===== config.mk =====
export PLATFORM = sky130hd
export DESIGN_NAME = aurora_link_supervisor
export DESIGN_NICKNAME = d
export VERILOG_FILES = /design/src/rtl/aurora_sup_pkg.sv /design/src/rtl/aurora_sup_lane.sv /design/src/rtl/aurora_link_supervisor.sv
export SDC_FILE = /design/constraint.sdc
export NUM_CORES = 1
export LEC_CHECK = 0
export ABC_AREA = 1
export CAP_MARGIN = 30
export CELL_PAD_IN_SITES_DETAIL_PLACEMENT = 1
export CELL_PAD_IN_SITES_GLOBAL_PLACEMENT = 2
export CORE_MARGIN = 3
export CORE_UTILIZATION = 32
export DETAILED_ROUTE_END_ITERATION = 10
export PLACE_DENSITY_LB_ADDON = 0.1
export RECOVER_POWER = 100
export SLEW_MARGIN = 10
export SYNTH_ARGS = -nofsm -noshare
export SYNTH_HDL_FRONTEND = slang
export SYNTH_HIERARCHICAL = 1
export SYNTH_SLANG_ARGS = --single-unit

===== constraint.sdc =====
create_clock -name init_clk -period 3 [get_ports init_clk]
set_clock_uncertainty 0.1 [all_clocks]
set_input_delay 0.6 -clock init_clk [delete_from_list [all_inputs] [get_ports init_clk]]
set_output_delay 0.6 -clock init_clk [all_outputs]
set_load 0.02 [all_outputs]

===== src/rtl/aurora_sup_pkg.sv =====
`default_nettype none
// +----------------------------------------------------------------------+
// | Module      : aurora_sup_pkg                                         |
// | Description : Shared types, widths and helpers for the Aurora link   |
// |               supervisor and its per-channel lane.                   |
// | Revision    : 1.0 - initial release                                  |
// +----------------------------------------------------------------------+
package aurora_sup_pkg;

  // Per-channel supervisor state; the encoding is visible on link_state.
  typedef enum logic [2:0] {
    ST_IDLE     = 3'd0,
    ST_PMA_RST  = 3'd1,
    ST_PB_RST   = 3'd2,
    ST_WAIT_UP  = 3'd3,
    ST_DEBOUNCE = 3'd4,
    ST_LINKED   = 3'd5
  } lane_state_t;

  localparam int RETRAIN_W = 8;
  localparam int SERR_W    = 16;

  // Bits needed to hold 0..value (at least one bit).
  function automatic int cnt_width(input int value);
    return (value < 1) ? 1 : $clog2(value + 1);
  endfunction

  function automatic int max2(input int a, input int b);
    return (a > b) ? a : b;
  endfunction

endpackage
`default_nettype wire


===== src/rtl/aurora_sup_lane.sv =====
`default_nettype none
// +----------------------------------------------------------------------+
// | Module      : aurora_sup_lane                                        |
// | Description : One Aurora channel: input synchronisers, bring-up and  |
// |               retrain FSM, soft-error rate window, statistics.       |
// | Revision    : 1.0 - initial release                                  |
// +----------------------------------------------------------------------+
module aurora_sup_lane
  import aurora_sup_pkg::*;
#(
  parameter int RST_CYCLES      = 256,
  parameter int PB_CYCLES       = 64,
  parameter int UP_TIMEOUT      = 1048576,
  parameter int DEBOUNCE_CYCLES = 1024,
  parameter int WIN_CYCLES      = 65536,
  parameter int SOFT_ERR_THR    = 16
) (
  input  logic                 clk,
  input  logic                 rst_n,
  input  logic                 chn_en,
  input  logic                 channel_up,
  input  logic                 hard_err,
  input  logic                 soft_err,
  input  logic                 retrain_req,
  input  logic                 clr_cnt,
  output logic                 pma_init,
  output logic                 reset_pb,
  output logic                 link_ok,
  output logic                 tx_gate,
  output logic [2:0]           link_state,
  output logic [RETRAIN_W-1:0] retrain_cnt,
  output logic [SERR_W-1:0]    soft_err_cnt
);

  // One state timer serves every timed state, so it is sized for the longest.
  localparam int c_t_max  = max2(max2(RST_CYCLES, PB_CYCLES), max2(UP_TIMEOUT, DEBOUNCE_CYCLES));
  localparam int c_t_w    = cnt_width(c_t_max);
  localparam int c_win_w  = cnt_width(WIN_CYCLES);
  localparam int c_werr_w = cnt_width(SOFT_ERR_THR);

  localparam logic [c_t_w-1:0]   c_rst_last = c_t_w'(RST_CYCLES - 1);
  localparam logic [c_t_w-1:0]   c_pb_last  = c_t_w'(PB_CYCLES - 1);
  localparam logic [c_t_w-1:0]   c_up_last  = c_t_w'(UP_TIMEOUT - 1);
  localparam logic [c_t_w-1:0]   c_deb_last = c_t_w'(DEBOUNCE_CYCLES - 1);
  localparam logic [c_win_w-1:0] c_win_last = c_win_w'(WIN_CYCLES - 1);
  localparam logic [c_werr_w:0]  c_thr      = (c_werr_w + 1)'(SOFT_ERR_THR);

  // Synchroniser bit order: {hard_err, soft_err, channel_up}
  logic [2:0]            r_sync1;
  logic [2:0]            r_sync2;
  logic                  r_soft_d;
  logic                  w_up_s;
  logic                  w_hard_s;
  logic                  w_serr_edge;

  lane_state_t           r_state;
  lane_state_t           w_state_nxt;
  logic                  w_retrain;
  logic [c_t_w-1:0]      r_timer;

  logic [c_win_w-1:0]    r_win_timer;
  logic [c_werr_w-1:0]   r_win_err;
  logic [c_werr_w:0]     w_win_err_sum;
  logic                  w_win_wrap;
  logic                  w_serr_trip;

  logic                  r_pma_init;
  logic                  r_reset_pb;
  logic                  r_link_ok;
  logic                  r_tx_gate;
  logic [RETRAIN_W-1:0]  r_retrain_cnt;
  logic [SERR_W-1:0]     r_soft_err_cnt;

  assign w_up_s      = r_sync2[0];
  assign w_hard_s    = r_sync2[2];
  assign w_serr_edge = r_sync2[1] & ~r_soft_d;

  // Two-flop synchronisers plus a delayed copy of soft_err for edge detection.
  always_ff @(posedge clk or negedge rst_n) begin
    if (!rst_n) begin
      r_sync1  <= '0;
      r_sync2  <= '0;
      r_soft_d <= 1'b0;
    end else begin
      r_sync1  <= {hard_err, soft_err, channel_up};
      r_sync2  <= r_sync1;
      r_soft_d <= r_sync2[1];
    end
  end

  // Window error count including this cycle's edge; a wrap starts a fresh window.
  always_comb begin
    w_win_wrap    = (r_win_timer == c_win_last);
    w_win_err_sum = (w_win_wrap ? '0 : {1'b0, r_win_err}) + {{c_werr_w{1'b0}}, w_serr_edge};
    w_serr_trip   = (w_win_err_sum >= c_thr);
  end

  // Next-state selection; w_retrain marks transitions that count as a retrain.
  always_comb begin
    w_state_nxt = r_state;
    w_retrain   = 1'b0;
    if (!chn_en) begin
      w_state_nxt = ST_IDLE;
    end else begin
      case (r_state)
        ST_IDLE: w_state_nxt = ST_PMA_RST;
        ST_PMA_RST: begin
          if (r_timer == c_rst_last) w_state_nxt = ST_PB_RST;
        end
        ST_PB_RST: begin
          if (r_timer == c_pb_last) w_state_nxt = ST_WAIT_UP;
        end
        ST_WAIT_UP: begin
          if (retrain_req || (!w_up_s && r_timer == c_up_last)) begin
            w_state_nxt = ST_PMA_RST;
            w_retrain   = 1'b1;
          end else if (w_up_s) begin
            w_state_nxt = ST_DEBOUNCE;
          end
        end
        ST_DEBOUNCE: begin
          if (retrain_req) begin
            w_state_nxt = ST_PMA_RST;
            w_retrain   = 1'b1;
          end else if (!w_up_s) begin
            w_state_nxt = ST_WAIT_UP;
          end else if (r_timer == c_deb_last) begin
            w_state_nxt = ST_LINKED;
          end
        end
        ST_LINKED: begin
          if (!w_up_s || w_hard_s || retrain_req || w_serr_trip) begin
            w_state_nxt = ST_PMA_RST;
            w_retrain   = 1'b1;
          end
        end
        default: w_state_nxt = ST_IDLE;
      endcase
    end
  end

  // State register, dwell timer and registered state-dependent outputs.
  always_ff @(posedge clk or negedge rst_n) begin
    if (!rst_n) begin
      r_state    <= ST_IDLE;
      r_timer    <= '0;
      r_pma_init <= 1'b1;
      r_reset_pb <= 1'b1;
      r_link_ok  <= 1'b0;
      r_tx_gate  <= 1'b0;
    end else begin
      r_state <= w_state_nxt;
      if (w_state_nxt != r_state) begin
        r_timer <= '0;
      end else if (r_state inside {ST_PMA_RST, ST_PB_RST, ST_WAIT_UP, ST_DEBOUNCE}) begin
        r_timer <= r_timer + 1'b1;
      end
      r_pma_init <= (w_state_nxt inside {ST_IDLE, ST_PMA_RST});
      r_reset_pb <= (w_state_nxt inside {ST_IDLE, ST_PMA_RST, ST_PB_RST});
      r_link_ok  <= (w_state_nxt == ST_LINKED);
      r_tx_gate  <= (w_state_nxt == ST_LINKED);
    end
  end

  // Soft-error window runs only while staying in LINKED; cleared otherwise.
  always_ff @(posedge clk or negedge rst_n) begin
    if (!rst_n) begin
      r_win_timer <= '0;
      r_win_err   <= '0;
    end else if (r_state == ST_LINKED && w_state_nxt == ST_LINKED) begin
      r_win_timer <= w_win_wrap ? '0 : r_win_timer + 1'b1;
      r_win_err   <= w_win_err_sum[c_werr_w-1:0];
    end else begin
      r_win_timer <= '0;
      r_win_err   <= '0;
    end
  end

  // Saturating statistics; a clear beats a simultaneous increment.
  always_ff @(posedge clk or negedge rst_n) begin
    if (!rst_n) begin
      r_retrain_cnt  <= '0;
      r_soft_err_cnt <= '0;
    end else if (clr_cnt) begin
      r_retrain_cnt  <= '0;
      r_soft_err_cnt <= '0;
    end else begin
      if (w_retrain && r_retrain_cnt != '1)
        r_retrain_cnt <= r_retrain_cnt + 1'b1;
      if (w_serr_edge && r_soft_err_cnt != '1)
        r_soft_err_cnt <= r_soft_err_cnt + 1'b1;
    end
  end

  assign pma_init     = r_pma_init;
  assign reset_pb     = r_reset_pb;
  assign link_ok      = r_link_ok;
  assign tx_gate      = r_tx_gate;
  assign link_state   = r_state;
  assign retrain_cnt  = r_retrain_cnt;
  assign soft_err_cnt = r_soft_err_cnt;

endmodule
`default_nettype wire


===== src/rtl/aurora_link_supervisor.sv =====
`default_nettype none
// +----------------------------------------------------------------------+
// | Module      : aurora_link_supervisor                                 |
// | Description : Supervises CH_NUM Aurora 64B66B channels: bring-up     |
// |               sequencing, link debounce, TX gating, auto-retrain     |
// |               and per-channel statistics.                            |
// | Revision    : 1.0 - initial release                                  |
// +----------------------------------------------------------------------+
module aurora_link_supervisor
  import aurora_sup_pkg::*;
#(
  parameter int CH_NUM          = 4,
  parameter int RST_CYCLES      = 256,
  parameter int PB_CYCLES       = 64,
  parameter int UP_TIMEOUT      = 1048576,
  parameter int DEBOUNCE_CYCLES = 1024,
  parameter int WIN_CYCLES      = 65536,
  parameter int SOFT_ERR_THR    = 16
) (
  input  logic                        init_clk,
  input  logic                        system_rst_n,
  input  logic [CH_NUM-1:0]           chn_en,
  input  logic [CH_NUM-1:0]           channel_up,
  input  logic [CH_NUM-1:0]           hard_err,
  input  logic [CH_NUM-1:0]           soft_err,
  input  logic [CH_NUM-1:0]           retrain_req,
  input  logic                        clr_cnt,
  output logic [CH_NUM-1:0]           pma_init,
  output logic [CH_NUM-1:0]           reset_pb,
  output logic [CH_NUM-1:0]           link_ok,
  output logic [CH_NUM-1:0]           tx_gate,
  output logic [3*CH_NUM-1:0]         link_state,
  output logic [RETRAIN_W*CH_NUM-1:0] retrain_cnt,
  output logic [SERR_W*CH_NUM-1:0]    soft_err_cnt
);

  // Channels are independent; each lane drives its slice of the packed outputs.
  for (genvar i = 0; i < CH_NUM; i++) begin : g_lane
    aurora_sup_lane #(
      .RST_CYCLES      (RST_CYCLES),
      .PB_CYCLES       (PB_CYCLES),
      .UP_TIMEOUT      (UP_TIMEOUT),
      .DEBOUNCE_CYCLES (DEBOUNCE_CYCLES),
      .WIN_CYCLES      (WIN_CYCLES),
      .SOFT_ERR_THR    (SOFT_ERR_THR)
    ) u_lane (
      .clk          (init_clk),
      .rst_n        (system_rst_n),
      .chn_en       (chn_en[i]),
      .channel_up   (channel_up[i]),
      .hard_err     (hard_err[i]),
      .soft_err     (soft_err[i]),
      .retrain_req  (retrain_req[i]),
      .clr_cnt      (clr_cnt),
      .pma_init     (pma_init[i]),
      .reset_pb     (reset_pb[i]),
      .link_ok      (link_ok[i]),
      .tx_gate      (tx_gate[i]),
      .link_state   (link_state[3*i +: 3]),
      .retrain_cnt  (retrain_cnt[RETRAIN_W*i +: RETRAIN_W]),
      .soft_err_cnt (soft_err_cnt[SERR_W*i +: SERR_W])
    );
  end

endmodule
`default_nettype wire


==> results.py <==
metrics = {
    "global_routing": {
        "grt_usage_pct": 17.61,
        "grt_pass1_wl_um": 87930,
        "overflow": 0,
        "grt_max_degree": 74,
        "grt_pass1_vias": 16600,
        "grt_antenna_before_repair": 1,
    },
    "layout": {
        "area_growth_pct": 22.47,
        "diodes": 0,
        "final_common_cell": "nand2_1",
        "drive_gt1_share_pct": 14.15,
        "final_nets": 2516,
        "fin_area_um2": 22620,
        "final_cell_mix": "386 x nand2_1, 312 x dfrtp_1, 291 x inv_1, 269 x nor2_1, 145 x nand3_1",
    },
    "power_and_ir_drop": {
        "power_per_cell_area_nw_per_um2": 458.0,
        "cellLeakagePower_uw": 0.01007,
        "irDropWorstVdd_uv": 354.5,
    },
    "floorplanning": {
        "core_area_um2": 56710,
        "dieArea_um2": 60650,
        "die_w_um": 246.3,
        "die_h_um": 246.3,
        "num_rows": 87,
        "io_pins": 147,
        "initial_core_util_pct": 32.57,
    },
    "hold_path": {
        "min_path_type": "flop to flop",
        "hp-start": "g_lane[0].u_lane/r_sync1[2]",
    },
    "sta": {
        "fin_crit_ns": 2.763,
        "hold_violations": 0,
        "final_max_slew_viol_count": 0,
        "tightest_slew_ns": 1.213,
        "maxSlewHeadroom_pct": 19.12,
        "setup_viol": 0,
        "fin_ws_ns": 0.2373,
        "rsz0062_at_grt": "true",
        "clock.fmax_mhz": 362.0,
        "fin_crit_sh_pct": 92.09,
    },
    "setup_path": {
        "cp.arrival_ns": 3.14,
        "critPathCaptureType": "flop",
        "startpoint": "g_lane[3].u_lane/r_win_timer[1]",
        "critPathKind": "flop to flop",
        "crit_fanout": 16,
        "required_ns": 3.38,
        "rr_startpoint": "g_lane[3].u_lane/r_win_timer[1]",
        "critPathLaunchType": "flop",
    },
    "placed_design": {
        "dp_slack_ns": -0.07700,
        "dp_hpwl_um": 38680,
        "io_buffers": 146,
        "gp_congestion": 0.8065,
        "place_area_um2": 20990,
    },
    "drt": {
        "drt_iter0_markers": 550,
        "wl_per_cell_um": 16.15,
        "viasPerCell": 4.812,
        "drt_wl_total_um": 52620,
        "drt_pass1_iterations": 4,
        "ant_nets": 0,
        "drc_errors": 0,
        "dr_total_vias": 15680,
    },
    "yosys": {
        "syn_nets": 2308,
        "yosysWarningCount": 6,
        "synthFlopType": "dfrtp_1",
        "yosysUniqueCellTypes": 55,
        "syn-cell-area_um2": 18470,
        "synth_edf_count": 0,
        "synth_seq_cells": 320,
        "syn_area_per_cell_um2": 8.171,
        "synthArstFlopShare_pct": 100.0,
        "ys_seq_area_share_pct": 43.40,
        "syn_inst": 2261,
    },
    "clock_network": {
        "htree_levels": 2,
        "cts_tree": "done",
        "clock_latency_ns": 0.56,
        "path_clk_slew_ns": 0.06,
        "cts.path.max_buffers": 3,
        "cts.sinks": 320,
        "root_buffer": "clkbuf_16",
        "cts-buffers-inserted": 43,
    },
    "outcome": {
        "status": "complete, no violations",
    },
    "job": {
        "maxCapViolCount": 0,
    },
}
==> worst paths after layout <==
| path | end | slack (ns) | cells after the start |
|---|---|---|---|
| min | g_lane[0].u_lane/r_sync2[2] | 0.25 | 0 |
| max | g_lane[3].u_lane/r_timer[0] | 0.24 | 19 |
| min reg2reg | g_lane[0].u_lane/r_sync2[2] | 0.25 | 0 |
| max in group asynchronous | g_lane[0].u_lane/r_win_err[0] | 0.43 | 3 |
| min in group asynchronous | g_lane[2].u_lane/soft_err_cnt[13] | 0.76 | 2 |
| max reg2reg | g_lane[3].u_lane/r_timer[0] | 0.24 | 19 |
==> layout make-up <==
cell class              instances  area, um2
clock buffers                  67       1339
clock inverters                11      107.6
fillers                      6745      34090
inverters                     318       1195
multi-input cells            1576       9047
flip-flops and latches        320       8018
well taps                     756      945.9
repair buffers                210       1972
==> synth_stat cells (2+ instances only) <==
| library cell | number | area share [%] |
|---|---|---|
| a211oi_1 | 4 | 0.16 |
| buf_2 | 7 | 0.19 |
| clkinv_1 | 4 | 0.081 |
| nand3_1 | 144 | 3.9 |
| buf_4 | 9 | 0.37 |
| buf_6 | 6 | 0.37 |
| o211ai_1 | 3 | 0.12 |
| nand2_2 | 40 | 1.4 |
| nor3b_1 | 7 | 0.28 |
| clkbuf_1 | 19 | 0.39 |
| o21a_1 | 5 | 0.20 |
| dfstp_2 | 8 | 1.1 |
| nor2_1 | 269 | 5.5 |
| dfrtp_1 | 312 | 42 |
| o21ai_1 | 14 | 0.38 |
| conb_1 | 4 | 0.081 |
| or2_2 | 3 | 0.10 |
| xnor2_1 | 42 | 2.0 |
| nand4_1 | 124 | 4.2 |
| a31oi_1 | 6 | 0.20 |
| ha_1 | 24 | 1.6 |
| nor3_1 | 115 | 3.1 |
| a21oi_1 | 48 | 1.3 |
| nand3_2 | 25 | 1.4 |
| inv_2 | 23 | 0.47 |
| buf_12 | 4 | 0.43 |
| xor2_1 | 100 | 4.7 |
| nor4_1 | 19 | 0.64 |
| o21ai_0 | 52 | 1.4 |
| buf_1 | 2 | 0.041 |
| o31ai_1 | 6 | 0.24 |
| nor3_4 | 3 | 0.26 |
| nor2_2 | 22 | 0.74 |
| nand2_1 | 388 | 7.9 |
| inv_1 | 290 | 5.9 |
| nand3_4 | 4 | 0.38 |
| o22ai_1 | 6 | 0.20 |
| nor3_2 | 11 | 0.60 |
| nor2_4 | 63 | 3.8 |
| nand3b_1 | 3 | 0.12 |
| nand2_4 | 9 | 0.55 |
==> cell families after synthesis <==
| logic type | synth area share, % |
|---|---|
| XOR/XNOR | 6.732 |
| adder cells (fa/ha/maj) | 1.625 |
| AND/OR/NAND/NOR | 35.08 |
| other | 0.08125 |
| flip-flops | 43.40 |
| AO/OA/AOI/OAI | 4.755 |
| buffers and inverters | 8.330 |
==> registers in the layout, summed over array words and instances, names as in the netlist, 12 cells and up <==
| signal | cells |
|---|---|
| g_lane.u_lane/soft_err_cnt | 64 |
| g_lane.u_lane/r_timer | 84 |
| g_lane.u_lane/link_state | 12 |
| g_lane.u_lane/r_win_timer | 68 |
| g_lane.u_lane/retrain_cnt | 32 |
| g_lane.u_lane/r_win_err | 20 |
| g_lane.u_lane/r_sync1 | 12 |
| g_lane.u_lane/r_sync2 | 12 |
==> critical path: stages (launching register included) <==
cell and delay (ns):
dfrtp_1 0.35, ha_1 0.20, nand3_2 0.15, nor2_4 0.16, nand3_4 0.08, inv_1 0.10
nor2_1 0.05, ha_1 0.19, ha_1 0.23, nand3_1 0.09, nor2_1 0.05, nand2_2 0.05
nand2_2 0.05, nand3_2 0.10, nand2_1 0.09, nand2_1 0.13, nand2_2 0.10, nand2_8 0.16
nand2_8 0.11, a21oi_1 0.14
==> power breakdown <==
group	internal (uW)	total, uW	leakage, uW	switching [uW]
Clock	3220	5200	0.000718	1980
Combinational	201	713	0.00501	512
Sequential	4390	4450	0.00435	63.2
Total	7810	10400	0.0101	2550
==> stage by stage <==
| step | hold slack (ns) | utilization, % | std cells | power [uW] | TNS (ns) |
|---|---|---|---|---|---|
| after floorplan | 0.2044 | - | 2261 | 4936 | 0 |
| after global placement | 0.2348 | 37.00 | 3161 | 5256 | -0.03086 |
| after detailed placement | 0.2370 | 37.01 | 3162 | 5274 | -0.4835 |
| after CTS | 0.2491 | 39.61 | 3243 | 10630 | 0 |
| after global routing | 0.2524 | 39.89 | 3258 | 10880 | -0.007460 |
| final | 0.2461 | 39.89 | 3258 | 10360 | 0 |
==> per-layer routing <==
metal | vias up | routed length (um) | global-route usage, %
met5 | - | 0 | 0
met4 | 0 | 845 | 3.988
met3 | 57 | 2063 | 3.156
met2 | 161 | 24510 | 28.78
met1 | 7704 | 25200 | 24.32
li1 | 7756 | - | -
==> what timing repair did <==
| item | CTS | global route |
|---|---|---|
| setup endpoints to repair | 4 | 181 |
| buffers inserted | 2 | 13 |
| hold buffers | 1 | 0 |
| cloned | 0 | 2 |
| endpoints found under the hold margin | 22 | 0 |
| pin swaps | 1 | 9 |
| resized for setup | 1 | 35 |
(Power assumes the default switching activity.)
